`src/rtl/multdiv_issue_ctrl.sv`:
```
// multdiv_issue_ctrl
//   Runs one multi-cycle multiply or divide at a time between the execute stage
//   and the multdiv unit.
//   - On accept it latches the operands, the destination register and the
//     operation type.
//   - It then sends a one-cycle start pulse and stalls the pipeline until
//     multdiv reports a result.
//   - Finally it offers the result, or an rstatus exception code, on a
//     valid/ready writeback port.
//
// Optional build macro:
//   MD_TIMEOUT_EN - Abort a BUSY wait after TIMEOUT_CYCLES cycles with no
//                   result, and report it as the op's exception.
//
// Ports:
//   clock, reset              Rising-edge clock; synchronous active-high reset.
//   issue_valid, is_mult,     Execute-stage request. is_mult wins if both op
//   is_div                    flags are high.
//   opA, opB, dest_reg        Operands and destination register of the request.
//   flush                     Kill any in-flight op. Also blocks an accept in
//                             the same cycle.
//   md_operandA, md_operandB  Registered operands to multdiv.
//   md_ctrl_MULT, md_ctrl_DIV One-cycle start pulses to multdiv.
//   md_result, md_exception,  Result interface from multdiv.
//   md_resultRDY
//   stall                     Combinational freeze of the upstream pipeline.
//   wb_valid, wb_ready        Writeback handshake.
//   wb_reg, wb_data,          Writeback payload. It is held stable while
//   wb_exception              wb_valid is high.
module multdiv_issue_ctrl #(
    parameter int unsigned RSTATUS_REG    = 30,
    parameter int unsigned MULT_EXC_CODE  = 4,
    parameter int unsigned DIV_EXC_CODE   = 5,
    parameter int unsigned TIMEOUT_CYCLES = 40
) (
    input  logic        clock,
    input  logic        reset,
    input  logic        issue_valid,
    input  logic        is_mult,
    input  logic        is_div,
    input  logic [31:0] opA,
    input  logic [31:0] opB,
    input  logic [4:0]  dest_reg,
    input  logic        flush,
    output logic [31:0] md_operandA,
    output logic [31:0] md_operandB,
    output logic        md_ctrl_MULT,
    output logic        md_ctrl_DIV,
    input  logic [31:0] md_result,
    input  logic        md_exception,
    input  logic        md_resultRDY,
    output logic        stall,
    output logic        wb_valid,
    input  logic        wb_ready,
    output logic [4:0]  wb_reg,
    output logic [31:0] wb_data,
    output logic        wb_exception
);

    typedef enum logic [1:0] {StIdle, StStart, StBusy, StDone} state_e;

    state_e      state_q;
    logic        op_mult_q;
    logic [4:0]  dest_q;
    logic        accept;
    logic [31:0] exc_code;

`ifdef MD_TIMEOUT_EN
    localparam int unsigned CntW = $clog2(TIMEOUT_CYCLES + 1);
    logic [CntW-1:0] busy_cnt_q;
`endif

    assign accept   = issue_valid & (is_mult | is_div) & ~flush;
    assign exc_code = op_mult_q ? 32'(MULT_EXC_CODE) : 32'(DIV_EXC_CODE);

    // stall drops in the cycle the writeback is accepted, so the pipeline advances then.
    always_comb begin
        stall = 1'b0;
        unique case (state_q)
            StIdle:  stall = accept;
            StStart: stall = 1'b1;
            StBusy:  stall = 1'b1;
            StDone:  stall = ~wb_ready;
        endcase
    end

    always_ff @(posedge clock) begin
        if (reset) begin
            state_q      <= StIdle;
            op_mult_q    <= 1'b0;
            dest_q       <= 5'd0;
            md_operandA  <= 32'd0;
            md_operandB  <= 32'd0;
            md_ctrl_MULT <= 1'b0;
            md_ctrl_DIV  <= 1'b0;
            wb_valid     <= 1'b0;
            wb_reg       <= 5'd0;
            wb_data      <= 32'd0;
            wb_exception <= 1'b0;
`ifdef MD_TIMEOUT_EN
            busy_cnt_q   <= '0;
`endif
        end else begin
            // Start pulses last exactly one cycle (the START state).
            md_ctrl_MULT <= 1'b0;
            md_ctrl_DIV  <= 1'b0;
            if (flush && state_q != StIdle) begin
                state_q  <= StIdle;
                wb_valid <= 1'b0;
            end else begin
                unique case (state_q)
                    StIdle: begin
                        if (accept) begin
                            md_operandA  <= opA;
                            md_operandB  <= opB;
                            dest_q       <= dest_reg;
                            op_mult_q    <= is_mult;
                            md_ctrl_MULT <= is_mult;
                            md_ctrl_DIV  <= ~is_mult;
                            state_q      <= StStart;
                        end
                    end
                    StStart: begin
`ifdef MD_TIMEOUT_EN
                        busy_cnt_q <= '0;
`endif
                        state_q <= StBusy;
                    end
                    StBusy: begin
                        // RDY is only sampled here, so stale RDY elsewhere is harmless.
                        if (md_resultRDY) begin
                            if (md_exception) begin
                                wb_reg       <= 5'(RSTATUS_REG);
                                wb_data      <= exc_code;
                                wb_exception <= 1'b1;
                                wb_valid     <= 1'b1;
                                state_q      <= StDone;
                            end else if (dest_q != 5'd0) begin
                                wb_reg       <= dest_q;
                                wb_data      <= md_result;
                                wb_exception <= 1'b0;
                                wb_valid     <= 1'b1;
                                state_q      <= StDone;
                            end else begin
                                // Writes to r0 are dropped without a writeback.
                                state_q <= StIdle;
                            end
                        end
`ifdef MD_TIMEOUT_EN
                        else if (busy_cnt_q == CntW'(TIMEOUT_CYCLES - 1)) begin
                            wb_reg       <= 5'(RSTATUS_REG);
                            wb_data      <= exc_code;
                            wb_exception <= 1'b1;
                            wb_valid     <= 1'b1;
                            state_q      <= StDone;
                        end else begin
                            busy_cnt_q <= busy_cnt_q + 1'b1;
                        end
`endif
                    end
                    StDone: begin
                        if (wb_ready) begin
                            wb_valid <= 1'b0;
                            state_q  <= StIdle;
                        end
                    end
                endcase
            end
        end
    end

endmodule

```
`config.mk`:
```
export PLATFORM = sky130hd
export DESIGN_NAME = multdiv_issue_ctrl
export DESIGN_NICKNAME = d
export VERILOG_FILES = /design/src/rtl/multdiv_issue_ctrl.sv
export SDC_FILE = /design/constraint.sdc
export NUM_CORES = 1
export LEC_CHECK = 0
export ABC_AREA = 1
export BUFFER_PORTS_ARGS = -buffer_cell sky130_fd_sc_hd__buf_2
export CAP_MARGIN = 0
export CORE_MARGIN = 2
export CORE_UTILIZATION = 48
export CTS_BUF_LIST = sky130_fd_sc_hd__clkbuf_4 sky130_fd_sc_hd__clkbuf_8
export DETAILED_ROUTE_END_ITERATION = 6
export GPL_TIMING_DRIVEN = 0
export MAX_ROUTING_LAYER = met4
export PLACE_DENSITY = 0.82
export SYNTH_ARGS = -nofsm -noshare
export SYNTH_HDL_FRONTEND = slang
export SYNTH_SLANG_ARGS = --single-unit
```
`constraint.sdc`:
```
create_clock -name clock -period 1.5 [get_ports clock]
set_input_delay 0.3 -clock clock [delete_from_list [all_inputs] [get_ports clock]]
set_output_delay 0.3 -clock clock [all_outputs]
set_load 0.01 [all_outputs]
```
Word-level counts from Yosys, hierarchy flattened
Cells that the tools add are included.

storage, ports and cells
  bits in registers = 113
  latch bits = 0
  bits in writable memories = 0
  memory bits (read-only) = 0
  memories kept = 0

cells by class
  add/sub/neg operators = 0
  $mul = 0
  divide/modulo/power cells = 0
  magnitude comparators = 0
  equal/unequal tests = 7
  shifts and indexed selects = 0
  muxes and demuxes = 19
  bitwise logic cells = 9
  reduce and logical (&&, ||, !) cells = 13

operator list
  kind                                            count
  two-way mux 32 bit                              2
  two-way mux 2 bit                               5
  two-way mux 5 bit                               2
  one-hot mux 2 bit (4 select lines)              1
  AND reduction 4 bit                             2
  two-way mux 1 bit                               7
  inequality test 2 bit (second input constant)   3
  NOT 1 bit                                       6
  AND reduction 3 bit                             2
  nonzero test 2 bit                              3
  nonzero test 5 bit                              1
  == test 2 bit (second input constant)           2
  OR reduction 2 bit                              2
  OR reduction 4 bit                              1
  inequality test 3 bit (second input constant)   1
  one-hot mux 1 bit (3 select lines)              1
  AND 1 bit                                       2
  == test 2 x 1 -> 1 bit (second input constant)  1
  logical NOT 2 bit                               1
  one-hot mux 1 bit (2 select lines)              1
  logical AND 1 bit                               1
  OR 1 bit                                        1

Depth between registers and ports, before layout
Gate-level depths: netlist of the first run.

  word-level depth = 5
  depth in mapped cells = 9

Worst setup path after synthesis of the first run
Ideal clock, no wire load.

  kind = flip-flop to output port
  from = register state_q[0]
  to = output port stall
  arrival time = 1195 ps
  data required time = 1200 ps
  setup slack = 5 ps
  stages on the path, launching flop included = 7
  path buffers = 2
  path through = dfxtp_1 > inv_1 > ha_1 > nand3_2 > buf_6 > buf_6 > o21ai_0

between the ends
  word-level cells in the longest chain between the ends = 3
  elaborated cells on any way between the ends = 6
  classes of those cells = eq/ne (3); mux (1); reduce/logical (2)

RTL lines
  element                                                  line  RTL
  from (decl)                                              62    state_e state_q;
  from (signal assigned)                                   89    state_q <= StIdle;
  from (signal assigned)                                   108   state_q <= StIdle;
  from (signal assigned)                                   120   state_q <= StStart;
  == test 2 bit or == test 2 x 1 -> 1 bit (tied branches)  79    unique case (state_q)
  OR reduction 2 bit (no line)                             n/a
  one-hot mux 1 bit (3 select lines) *                     79
  to (decl)                                                52    output logic stall,

Mark *: on every way between the ends. The rest lies on a longest branch, timed or not.

Worst setup path after layout of the first run
Ends and elaborated chain as after synthesis.

==> impl_metrics.toml, run 1 <==
[detailed_routing]
wl_per_cell_um = 14.4
drt-pass1-iter-count = 5
wl_um = 14300
ant_nets = 0
drc = 0
vias = 4961
vias_per_cell = 4.98
first_iter_violations = 185

[finish]
drive_gt1_frac = 0.391
stdcell_area_um2 = 6720
antenna_cells = 0
final_common_cell = "buf_2"
top_regs = "md_operandA x32, md_operandB x32, wb_data x32"
nets = 968
layout_common_cells = "buf_2, inv_1, dfxtp_1"
multi_input_area_um2 = 1760
nFillCells = 708
regArea_um2 = 2260
synthToLayoutAreaGrowth_pct = 47.7
layout.cells.non_filler = 996

[global_routing]
grt.overflow.total = 0
grt.total_usage = 0.264
antenna_found_initial = 0
first_global_vias = 4438
grt_max_degree = 17
grt_pass1_wl_um = 20600

[critical_path]
r2r_end = "wb_reg[1]$_SDFFE_PP0P_"
startpoint = "state_q[0]$_SDFFE_PP0P_"
r2r_start = "state_q[0]$_SDFFE_PP0P_"
arrival_ns = 1.50
setup.worst_path.class = "flop to output port"
endpoint_kind = "output port"
endpoint = "stall"
reg2reg_slack_ns = -0.12
crit_required_ns = 1.20
r2r_cells = 11
start_kind = "flop"
worst-path-max-fanout = 3

[yosys]
yosys_warnings = 0
syn-num-nets = 717
synth_seq_cells = 113
yosysSeqAreaShare = 0.497
avgSynthCellArea_um2 = 7.54
synth_cell_type_count = 20
syn-cell-area_um2 = 4550
synth_cells = 604

[cts]
cts_buffers = 17
h-tree-depth = 4
clkTransAtPathRegs_ns = 0.07
postCtsHoldBufs = 0
cts_sinks = 113
clockRootBuffer = "clkbuf_8"
cts_tree = "yes"
cts_buffer_depth = 2
clk_latency_ns = 0.42

[power]
leakage_nw = 3.32
power_w = 0.00923
vdd_drop_max_uv = 754
power_density_nw_per_um2 = 1370

[sta]
holdWs_ns = 0.0973
rsz0062_at_grt = "true"
finClkSkew_ns = 0.0167
worstMarginPinSlew_ns = 0.673
fin_ws_ns = -0.298
hold_violations = 0
drv_slew = 0
max_freq_mhz = 556
setup_tns_ns = -2.93
min_period_ns = 1.80
period_share = 1.20
slew_headroom = 0.551
setup_violations = 39

[place]
gp_congestion = 0.850
dpl.hpwl_um = 9660
place_area_um2 = 5780
port_buffers = 214
placed_cells = 947

[floorplanning]
io_pins = 216
start_util = 0.493
die_h_um = 101
core_area_um2 = 9240
die_x_um = 101
dieArea_um2 = 10300
row_count = 35

[min_path]
hold_path_class = "primary input to flop"

[status]
violations = "setup timing"
status = "complete, but fails checks"

[job]
maxCapViolCount = 0
-- synth_stat cells --
cell | count | area, um^2
o21bai_1 | 1 | 7.51
a21oi_1 | 105 | 526
nand2_2 | 1 | 6.26
nand4_1 | 24 | 150
ha_1 | 3 | 37.5
buf_4 | 5 | 37.5
dfxtp_1 | 113 | 2260
nand3_1 | 3 | 15.0
o21ai_0 | 68 | 340
a31o_2 | 1 | 8.76
o21ai_1 | 3 | 15.0
nand3_2 | 3 | 30.0
nor2_2 | 2 | 12.5
buf_2 | 11 | 55.1
nor3_1 | 1 | 5.00
nand2_1 | 70 | 263
buf_6 | 9 | 101
clkbuf_1 | 16 | 60.1
nor2_1 | 47 | 176
inv_1 | 118 | 443
-- cell type report --
type	instances	share of cell area
plain buffers	41	0.0531
clock buffers	22	0.0423
clock inverters	9	0.0268
flip-flops and latches	113	0.337
multi-input cells	333	0.262
well taps	129	0.0240
inverters	118	0.0666
repair buffers	231	0.188
-- kinds of logic (layout without fill, tap and decap cells) --
group | after synthesis | in the layout | synth area share
buf+inv | 159 | 421 | 0.153
flops | 113 | 113 | 0.497
simple gates | 151 | 152 | 0.145
compound gates | 178 | 178 | 0.197
fa+ha+maj | 3 | 3 | 0.00825
-- worst min path at each step --
stage,startpoint,endpoint,slack (ns),cells after the start
final,md_result[2],wb_data[2]$_SDFFE_PP0P_,0.1,3
after global routing,is_mult,md_ctrl_DIV$_SDFF_PP0_,0.09,2
after CTS,md_result[2],wb_data[2]$_SDFFE_PP0P_,0.08,3
after detailed placement,md_operandA[24]$_SDFFE_PP0P_,md_operandA[24]$_SDFFE_PP0P_,0.43,2
after global placement,md_operandB[10]$_SDFFE_PP0P_,md_operandB[10]$_SDFFE_PP0P_,0.43,2
after floorplan,is_mult,md_ctrl_DIV$_SDFF_PP0_,0.38,1
-- power breakdown --
| group | switching, W | leakage (nW) | internal [W] |
|---|---|---|---|
| clock | 0.00121 | 0.233 | 0.00212 |
| combinational | 0.00132 | 2.17 | 0.00102 |
| sequential | 0.000195 | 0.922 | 0.00335 |
-- metrics by stage --
step / setup slack [ns] / util
after detailed placement: -0.303 / 0.626
after global placement: -0.293 / 0.626
after global routing: -0.364 / 0.727
final: -0.298 / 0.727
after floorplan: 0.00508 / -
after CTS: -0.311 / 0.691
-- what timing repair did --
| item | 4_1_cts | 5_1_grt |
|---|---|---|
| resized for setup | 34 | 110 |
| buffers inserted | 8 | 4 |
| gates cloned | 0 | 6 |
| endpoints found under the setup margin | 99 | 105 |
| pin swaps | 2 | 6 |
-- critical path, stage by stage (launching register included) --
cell	delay (ns)
dfxtp_2	0.34
inv_2	0.08
ha_4	0.15
nand3_4	0.09
buf_12	0.14
buf_8	0.11
o21ai_2	0.04
buf_2	0.14
-- layer usage --
metal | global-route usage | vias to the layer above | routed length (um)
met5 | - | - | 0
met4 | 0.103 | 0 | 380
met3 | 0.0628 | 35 | 1050
met2 | 0.447 | 238 | 7200
met1 | 0.302 | 2268 | 5680
li1 | - | 2420 | -
No activity file was read; power rests on OpenSTA's default activity.
==> run 2: changes to the inputs <==
--- a/config.mk
+++ b/config.mk
@@ -9,12 +9,13 @@
 export BUFFER_PORTS_ARGS = -buffer_cell sky130_fd_sc_hd__buf_2
 export CAP_MARGIN = 0
 export CORE_MARGIN = 2
-export CORE_UTILIZATION = 48
+export CORE_UTILIZATION = 50
 export CTS_BUF_LIST = sky130_fd_sc_hd__clkbuf_4 sky130_fd_sc_hd__clkbuf_8
 export DETAILED_ROUTE_END_ITERATION = 6
 export GPL_TIMING_DRIVEN = 0
 export MAX_ROUTING_LAYER = met4
-export PLACE_DENSITY = 0.82
+export PLACE_DENSITY = 0.85
+export RECOVER_POWER = 100
 export SYNTH_ARGS = -nofsm -noshare
 export SYNTH_HDL_FRONTEND = slang
 export SYNTH_SLANG_ARGS = --single-unit
==> constraint.sdc (replaced) <==
create_clock -name clock -period 2.3 [get_ports clock]
set_input_delay 0.46 -clock clock [delete_from_list [all_inputs] [get_ports clock]]
set_output_delay 0.46 -clock clock [all_outputs]
set_load 0.01 [all_outputs]
==> impl_metrics.toml, run 2 (synthesis gave the netlist of run 1 again) <==
[status]
status = "finished clean"

[critical_path]
worstPathCellList = "inv_2 -> ha_4 -> nand3_4 -> buf_8 -> o21ai_0 -> clkbuf_1"
crit_required_ns = 1.84
setup.worst_path.class = "flop to output port"
max_stage_delay_ns = 0.39
start_kind = "flop"
crit_slowest_cell = "dfxtp_1"
worst-path-max-fanout = 19
endpoint_kind = "output port"
arrival_ns = 1.64

[power]
power_w = 0.00543
combPwrFrac = 0.213
p_sw_w = 0.00171
vdd_drop_max_uv = 527
leakage_nw = 2.64
pwr-share-clk = 0.361
power.share.sequential = 0.426
power_density_nw_per_um2 = 899
p_int_w = 0.00372
p_sw_frac = 0.314

[sta]
setup_tns_ns = 0
setup_violations = 0
fin_ws_ns = 0.196
drv_slew = 0
period_share = 0.915
worstMarginPinSlew_ns = 0.461
rsz0062_at_grt = "false"
slew_headroom = 0.693
hold_violations = 0
min_period_ns = 2.10
finClkSkew_ns = 0.0124
max_freq_mhz = 475

[global_routing]
grt.total_usage = 0.264
globalRouteMet1Util = 0.298
grt_pass1_wl_um = 20500
antenna_found_initial = 0
grt_max_degree = 17
grtUsageMet3 = 0.0661
grt.overflow.total = 0
first_global_vias = 4603
use_met2 = 0.453
grt_busiest_layer = "met2"

[finish]
final_common_cell = "clkbuf_1"
drive_gt1_frac = 0.195
nets = 950
antenna_cells = 0
layout_common_cells = "clkbuf_1, inv_1, buf_2"
stdcell_area_um2 = 6050
synthToLayoutAreaGrowth_pct = 32.8
top_regs = "md_operandA x32, md_operandB x32, wb_data x32"

[detailed_routing]
drt-pass1-iter-count = 4
wl_um = 12800
ant_nets = 0
wl_per_cell_um = 13.3
first_iter_violations = 134
vias = 4760
drc = 0
vias_per_cell = 4.97

[cts]
cts_tree = "yes"
cts_sinks = 113
cts_buffer_depth = 2
h-tree-depth = 4
postCtsHoldBufs = 0
clockRootBuffer = "clkbuf_8"
cts_buffers = 17
clkTransAtPathRegs_ns = 0.08
clk_latency_ns = 0.41

[place]
dpl.hpwl_um = 9630
dp_slack_ns = 0.220
place_area_um2 = 5760
port_buffers = 214
gp_congestion = 0.874

[job]
maxCapViolCount = 0

[floorplanning]
die_h_um = 99.4
dieArea_um2 = 9880
die_x_um = 99.4
io_pins = 216
row_count = 34
core_area_um2 = 8760
start_util = 0.519

[min_path]
hold_path_class = "primary input to flop"
## run 2: cell types whose count changed in the layout (fill, tap and decap cells not counted), moves of 4 or more
cell	change
inv_1	+4
o21ai_2	-15
buf_4	-11
o21ai_0	+45
clkbuf_1	+119
o21ai_1	-30
nand2_1	+4
clkbuf_4	-5
a21oi_1	+9
a21oi_2	-9
buf_6	-13
clkinv_4	+4
buf_2	-103
## run 2: routing by layer
layer	vias to the layer above	wire, um
met4	0	216
met5	-	0
met3	18	997
met1	2152	5230
met2	212	6300
li1	2378	-
## run 2: timing repair
action / in CTS / in global routing
cloned: 0 / 0
setup endpoints to repair: 1 / 1
pin swaps: 1 / 0
setup buffers: 1 / 0
resized for setup: 4 / 2
## run 2: layout make-up
class                           count  area (um^2)
Clock buffer                       18          248
Buffer                             40          228
Clock inverter                     14          180
Inverter                          118          443
Fill cell                         793         2720
Tap cell                          108          135
Sequential cell                   113         2260
Multi-Input combinational cell    332         1610
Timing Repair Buffer              215          942
## run 2: path summary, 6_finish.rpt
check | end | slack (ns) | cells after the start | start
max | stall | 0.20 | 6 | state_q[0]$_SDFFE_PP0P_
min | wb_data[2]$_SDFFE_PP0P_ | 0.28 | 3 | md_result[2]
max reg2reg | wb_data[27]$_SDFFE_PP0P_ | 0.50 | 9 | state_q[0]$_SDFFE_PP0P_
min reg2reg | md_operandB[8]$_SDFFE_PP0P_ | 0.45 | 2 | md_operandB[8]$_SDFFE_PP0P_
## run 2: per-stage QoR
stage | cells | hold WS [ns] | utilization
finish | 958 | 0.277 | 0.690
global placement | 926 | 0.429 | 0.657
CTS | 959 | 0.264 | 0.708
global route | 958 | 0.274 | 0.690
floorplan | 604 | 0.435 | -
detailed placement | 926 | 0.431 | 0.657
## run 2: power by group through the flow
stage          clock [W]  combinational (W)  sequential (W)
4_1_cts          0.00199            0.00121         0.00231
2_1_floorplan          0           0.000624         0.00243
3_5_place_dp           0            0.00119         0.00234
3_3_place_gp           0            0.00115         0.00233
5_1_grt          0.00209            0.00130         0.00234
6_report         0.00196            0.00116         0.00231
## run 2: critical path, delay by kind of cell, from the launching register on
family / cells / cell delay [ns]
AND/OR/NAND/NOR: 1 / 0.09
AO/OA/AOI/OAI: 1 / 0.15
flip-flops: 1 / 0.39
adder cells (fa/ha/maj): 1 / 0.19
buffers and inverters: 3 / 0.43
